**src/rtl/iterative_mul_unit.sv**
```systemverilog
// iterative_mul_unit: shift-add RV32M multiplier, one multiplier bit per cycle, 33-cycle fixed latency
module iterative_mul_unit #(
  parameter int XLEN  = 32,
  parameter int CNT_W = 6
) (
  input  logic            clk,
  input  logic            rst,
  input  logic            start,
  input  logic [1:0]      funct3E,
  input  logic [XLEN-1:0] SrcA,
  input  logic [XLEN-1:0] SrcB,
  input  logic            flush,
  output logic            busy,
  output logic            flagM,
  output logic [XLEN-1:0] result_m
);
  typedef enum logic [1:0] {IDLE, RUN, DONE} state_t;
  state_t state, state_n;
  logic [1:0] op;
  logic neg, a_neg, b_neg, accept, last;
  logic [2*XLEN-1:0] mcand, acc, acc_n, prod;
  logic [XLEN-1:0] mplier, mag_a, mag_b;
  logic [CNT_W-1:0] count;
  // operand magnitudes, final-iteration accumulator and the signed product it produces
  always_comb begin
    a_neg  = SrcA[XLEN-1] & (funct3E == 2'b01 | funct3E == 2'b10);
    b_neg  = SrcB[XLEN-1] & (funct3E == 2'b01);
    mag_a  = a_neg ? -SrcA : SrcA;
    mag_b  = b_neg ? -SrcB : SrcB;
    accept = state == IDLE & start & ~flush;
    last   = count == CNT_W'(XLEN - 1);
    acc_n  = acc + (mplier[0] ? mcand : '0);
    prod   = neg ? ~acc_n + 1'b1 : acc_n;
  end
  // next state and handshake outputs; DONE never re-accepts because the same instruction is still in EX
  always_comb begin
    state_n = accept ? RUN : state == RUN ? (flush ? IDLE : last ? DONE : RUN) : IDLE;
    busy    = state == RUN | accept;
    flagM   = state == DONE & ~flush;
  end
  // state register
  always_ff @(posedge clk or posedge rst)
    if (rst) state <= IDLE;
    else     state <= state_n;
  // datapath: latch on acceptance, iterate in RUN, capture the result on the last iteration
  always_ff @(posedge clk or posedge rst) begin
    if (rst) begin
      op       <= '0;
      neg      <= 1'b0;
      mcand    <= '0;
      mplier   <= '0;
      acc      <= '0;
      count    <= '0;
      result_m <= '0;
    end else if (accept) begin
      op     <= funct3E;
      neg    <= a_neg ^ b_neg;
      mcand  <= {{XLEN{1'b0}}, mag_a};
      mplier <= mag_b;
      acc    <= '0;
      count  <= '0;
    end else if (state == RUN && !flush) begin
      acc    <= acc_n;
      mcand  <= mcand << 1;
      mplier <= mplier >> 1;
      count  <= count + 1'b1;
      if (last) result_m <= op == 2'b00 ? prod[XLEN-1:0] : prod[2*XLEN-1:XLEN];
    end
  end
endmodule
```
**config.mk**
```make
export PLATFORM = sky130hd
export DESIGN_NAME = iterative_mul_unit
export DESIGN_NICKNAME = d
export VERILOG_FILES = /design/src/rtl/iterative_mul_unit.sv
export SDC_FILE = /design/constraint.sdc
export NUM_CORES = 1
export LEC_CHECK = 0
export ABC_AREA = 1
export BUFFER_PORTS_ARGS = -buffer_cell sky130_fd_sc_hd__buf_4
export CORE_UTILIZATION = 50
export DETAILED_ROUTE_END_ITERATION = 10
export GPL_TIMING_DRIVEN = 1
export PLACE_DENSITY = 0.7
export SYNTH_ARGS = -nofsm -noshare
export SYNTH_HDL_FRONTEND = slang
export SYNTH_SLANG_ARGS = --single-unit
export TNS_END_PERCENT = 50
```
**constraint.sdc**
```tcl
create_clock -name clk -period 6.3 [get_ports clk]
set_input_delay 0.315 -clock clk [delete_from_list [all_inputs] [get_ports clk]]
set_output_delay 0.315 -clock clk [all_outputs]
set_load 0.01 [all_outputs]
```
Word-level counts from Yosys, hierarchy flattened
Index checks and enable logic that the tools add are counted.
Widths: inputs -> output; s select.

word-level totals
  flip-flop bits (word level) = 203
  bits of input ports = 70
  logic and storage cells = 52

cells by class
  add/subtract/negate cells = 5
  equal/unequal tests = 5
  multiplexer cells = 17
  bitwise logic cells = 11
  reductions and logical operators = 6

operators by type and width
  cell                   number
  $mux 64                6
  $mux 32                5
  $add 64x1->64 const B  1
  $add 64x64->64         1
  $neg 32->32            2
  $not 64->64            1
  $mux 6                 2
  $mux 2                 4
  $add 6x1->6 const B    1
  $eq 6x5->1 const B     1
  $and 1x1->1            5
  $eq 2x1->1 const B     2
  $eq 2x2->1 const B     2
  $logic_not 2->1        2
  $reduce_and 3->1       1
  $not 1->1              2
  $or 1x1->1             2
  $reduce_bool 2->1      1
  $logic_and 1x1->1      1
  $logic_not 1->1        1
  $xor 1x1->1            1

Depth between registers and ports, before layout
  depth after elaboration = 6
  gate-level depth with buffers = 31
  gate-level depth less buffers = 29

Worst setup path after synthesis
No wires, ideal clock.

  path type = register to register
  from = register mplier[0]
  to = register result_m[31]
  library setup time = 0.121 ns
  arrival time = 3.307 ns
  data required time = 6.179 ns
  slack = 2.871 ns
  cell stages (with the launch flop) = 26
  period minus slack after synthesis = 3.429 ns
  cell sequence = dfrtp_1 -> clkbuf_1 -> clkbuf_1 -> nand2_1 -> inv_1 -> ha_1 -> inv_1 -> fa_1 -> inv_1 -> nand2_1 -> nand2_1 -> inv_1 -> nor2_1 -> nand3_1 -> nor2_1 -> nand4_1 -> nor2_4 -> nand3_4 -> nor2_2 -> nand2_1 -> nand2_2 -> nand3_2 -> nor2_2 -> nand3_1 -> nand3_1 -> a21oi_1

on the way
  longest elaborated chain between the ends = 6

RTL lines
  what                    line  RTL
  from (decl)             22    logic [XLEN-1:0] mplier, mag_a, mag_b;
  from (signal assigned)  59    mplier <= mag_b;
  from (signal assigned)  65    mplier <= mplier >> 1;
  $mux 64 *               32    acc_n = acc + (mplier[0] ? mcand : '0);
  $add 64x64->64 *        32
  $not 64->64             33    prod = neg ? ~acc_n + 1'b1 : acc_n;
  $add 64x1->64           33
  $mux 64 *               33
  $mux 32 *               67    if (last) result_m <= op == 2'b00 ? prod[XLEN-1:0] : prod[2*XLEN-1:XLEN];
  to (signal assigned)    67
  to (decl)               15    output logic [XLEN-1:0] result_m

Every way passes the cells marked *; elsewhere a longest branch is shown, timed or not.
A chain may end at the register's enable or synchronous reset.

Worst setup path after layout
  from = register mplier[0]
  to = register result_m[15]

The elaborated chain is that of the path after synthesis.

==> metrics.txt <==
outcome finished with violations; failing checks hold timing; CP max FO 39; cell taking the most area after synthesis dfrtp_1; clk_lat worst skew 0.54 ns; Warnings, synthesis 0; switching fraction of total power 0.456; post-synthesis async set-or-reset flop share 1.00; worst slew pin tran 1.36 ns; I/O Pins 104; crit path launch mplier[0]; Switching Power 2750 uW; mean post-synth cell area 5.96 um2; Setup CP Type reg -> reg; Rel. slew slack 0.0933; total power 6030 uW; GP Congestion 1.05; fin nets 3336; CP peak stage delay 0.73 ns; first-pass GRT wire length 107000 um; most frequent cell after synthesis nand2_1; Post-CTS Resized 0; root buffer cell clkbuf_16; largest net degree at the start of global routing 130; Commonest cells post-synth 1048 x nand2_1, 593 x inv_1, 258 x nor2_1; peak supply drop 0.204 mV; startpoint types flop; slowest stage cell, crit path dfrtp_2; FP Rows 70; initial drt markers 1998; CTS sink count 203; Die Span X 195 um; clock input transition at the sequential cells of the worst setup and hold paths 0.06 ns; All-Layer GR Usage 0.362; detailed placer's ending HPWL 54400 um; Logic pwr share 0.461; Syn-to-layout area delta 11.0%; top post-synthesis cells by area dfrtp_1 27%, nand2_1 21%, inv_1 12%; die footprint 0.0381 mm2; mapped cell area 0.0187 mm2; Post-Place Setup Slack 1.92 ns; post-synth top area share 0.272; vias per inst 5.47; Final Hold Fails 1; DRC 0; CP endpoint kind flop; WL final 69000 um; Initial Utilization 0.509; vias in the first global route 18700; Final Cycle Share 0.721; number of CTS-inserted buffers 25; DR pass1 iterations 5; power per cell area 291 mW/mm2; Fill cells 3813; leak pwr 0.0117 uW; layout cells sized above 1 0.0964; vias 20100; die height 195 um; Clock Skews 0.0263 ns; Syn Inst Count 3134; initial antenna violation count 1; Post-synth EDFFs 0; Critical Path RT 6.70 ns; Clock H-tree levels 1; setup TNS 0 ns; Internal 3280 uW; Routed Antenna Nets 0; worst r2r src mplier[0]; post-synthesis cell type count 56; Setup Fix Bufs, Post-CTS 0; core area 0.0367 mm2; RSZ-0062 raised after global routing false; kind of cell adding the most delay to the critical path simple AND/OR/NAND/NOR gates; CP most frequent cell nand2_1; Clock power frac 0.262; final setup violation count 0; number of synthesized register bits 203; final slew viol count 0; post-DR wirelength/cell 18.7 um; fin worst setup slack 1.76 ns; Max Cap Viol 0; sequential share of the synthesized area 0.272; # diodes 0; worst min path class in -> async; WP buf/inv 3; Seq pwr share 0.277; top_reg_cell synth dfrtp_1; minimum clock period 4.54 ns; Hold WS -0.00151 ns; CTS tree built; arrival time at the worst endpoint 4.94 ns; achievable clock frequency 220 MHz; net count after synthesis 3273; I/O Buffers 103; total gr overflow 0; Post-CTS Hold Buffers 1; CTS Buffer Depth 3
==> path summary, 6_finish.rpt <==
| path | to | slack, ns | cells past startpoint |
|---|---|---|---|
| setup reg to reg | result_m[15] | 1.76 | 25 |
| min in group clk | mcand[2] | 0.07 | 3 |
| max in group asynchronous | mplier[0] | 4.66 | 3 |
| hold / removal | mplier[24] | -0.002 | 2 |
| setup / recovery | result_m[15] | 1.76 | 25 |
| hold reg to reg | mcand[63] | 0.48 | 2 |
==> cells by family (layout without fill, tap and decap cells) <==
| kind of cell | count (synthesis) | count (layout) | synth area share |
|---|---|---|---|
| adders and majority gates | 69 | 69 | 0.0466 |
| xor gates and xnor gates | 28 | 28 | 0.0143 |
| AOI/OAI and AO/OA | 439 | 439 | 0.134 |
| buffers and inverters | 696 | 777 | 0.141 |
| and+or+nand+nor | 1699 | 1699 | 0.393 |
| DFF | 203 | 203 | 0.272 |
==> per-layer routing <==
layer | vias to the layer above | track usage | wire length, um | part of all wire
met4 | 0 | 0.106 | 2030 | 0.029
met1 | 9342 | 0.528 | 31400 | 0.45
met2 | 828 | 0.550 | 29400 | 0.43
li1 | 9885 | - | - | -
met5 | - | 0 | 0 | 0
met3 | 94 | 0.0579 | 6250 | 0.091
==> worst reg2reg max path, cell delays in order (launching register included) <==
cell and delay (ns):
dfrtp_2 0.73, nand2_1 0.13, inv_1 0.08, ha_1 0.34, inv_1 0.10, fa_1 0.40, inv_1 0.17, nand2_1 0.09
nand2_1 0.15, nand3_1 0.12, nand2_1 0.15, nand2_2 0.08, nand2_2 0.10, nand2_1 0.10, nand2_1 0.22, nand2_1 0.12
nand3_1 0.08, nand2_1 0.19, nor2_1 0.21, nand2_1 0.12, nor2_1 0.11, nor2_1 0.06, nor2_2 0.23, nor2_1 0.07
nor2_1 0.18, o21ai_1 0.09
==> through the flow <==
| step | util | hold WS, ns | instances | instance area, um2 |
|---|---|---|---|---|
| final | 0.565 | -0.00151 | 3683 | 20700 |
| after global routing | 0.565 | 0.0809 | 3683 | 20700 |
| after CTS | 0.565 | 0.0467 | 3683 | 20700 |
| after detailed placement | 0.541 | 0.473 | 3637 | 19800 |
| after global placement | 0.541 | 0.471 | 3637 | 19800 |
| after floorplan | - | 0.425 | 3134 | 18700 |
==> registers in the layout, summed over array words and instances, names as in the netlist <==
| signal | flops |
|---|---|
| acc | 64 |
| op | 2 |
| mcand | 64 |
| count | 6 |
| result_m | 32 |
| state | 2 |
| neg | 1 |
| mplier | 32 |
==> final cells by class <==
cell class              instances  area [um2]  area share
clock inverters                12         169     0.00814
clock buffers                  33         716      0.0345
well taps                     468         586      0.0282
multi-input cells            2235       11000       0.529
inverters                     613        2310       0.111
repair buffers                119         896      0.0432
flip-flops and latches        203        5080       0.245
==> layout by cell type (no fill, tap or decap), types with 19 or more instances in the layout <==
cell,synthesis,layout
o22ai_1,40,40
nand2_1,1048,1048
inv_1,593,591
a21oi_1,105,105
buf_4,2,118
nand2_2,46,46
nor3_1,50,50
nand3_1,174,174
clkbuf_16,0,25
dfrtp_1,203,201
ha_1,68,68
nor2_1,258,255
or2_2,19,19
o21ai_0,210,210
xor2_1,20,20
==> power groups by stage <==
stage,sequential [uW],combinational (uW),clock [uW]
6_report,1670,2780,1580
2_1_floorplan,1620,1970,0
5_1_grt,1700,3060,1640
4_1_cts,1670,2700,1580
3_5_place_dp,1690,2690,0
3_3_place_gp,1680,2650,0
Note: power is estimated with default switching activity, not from simulation.
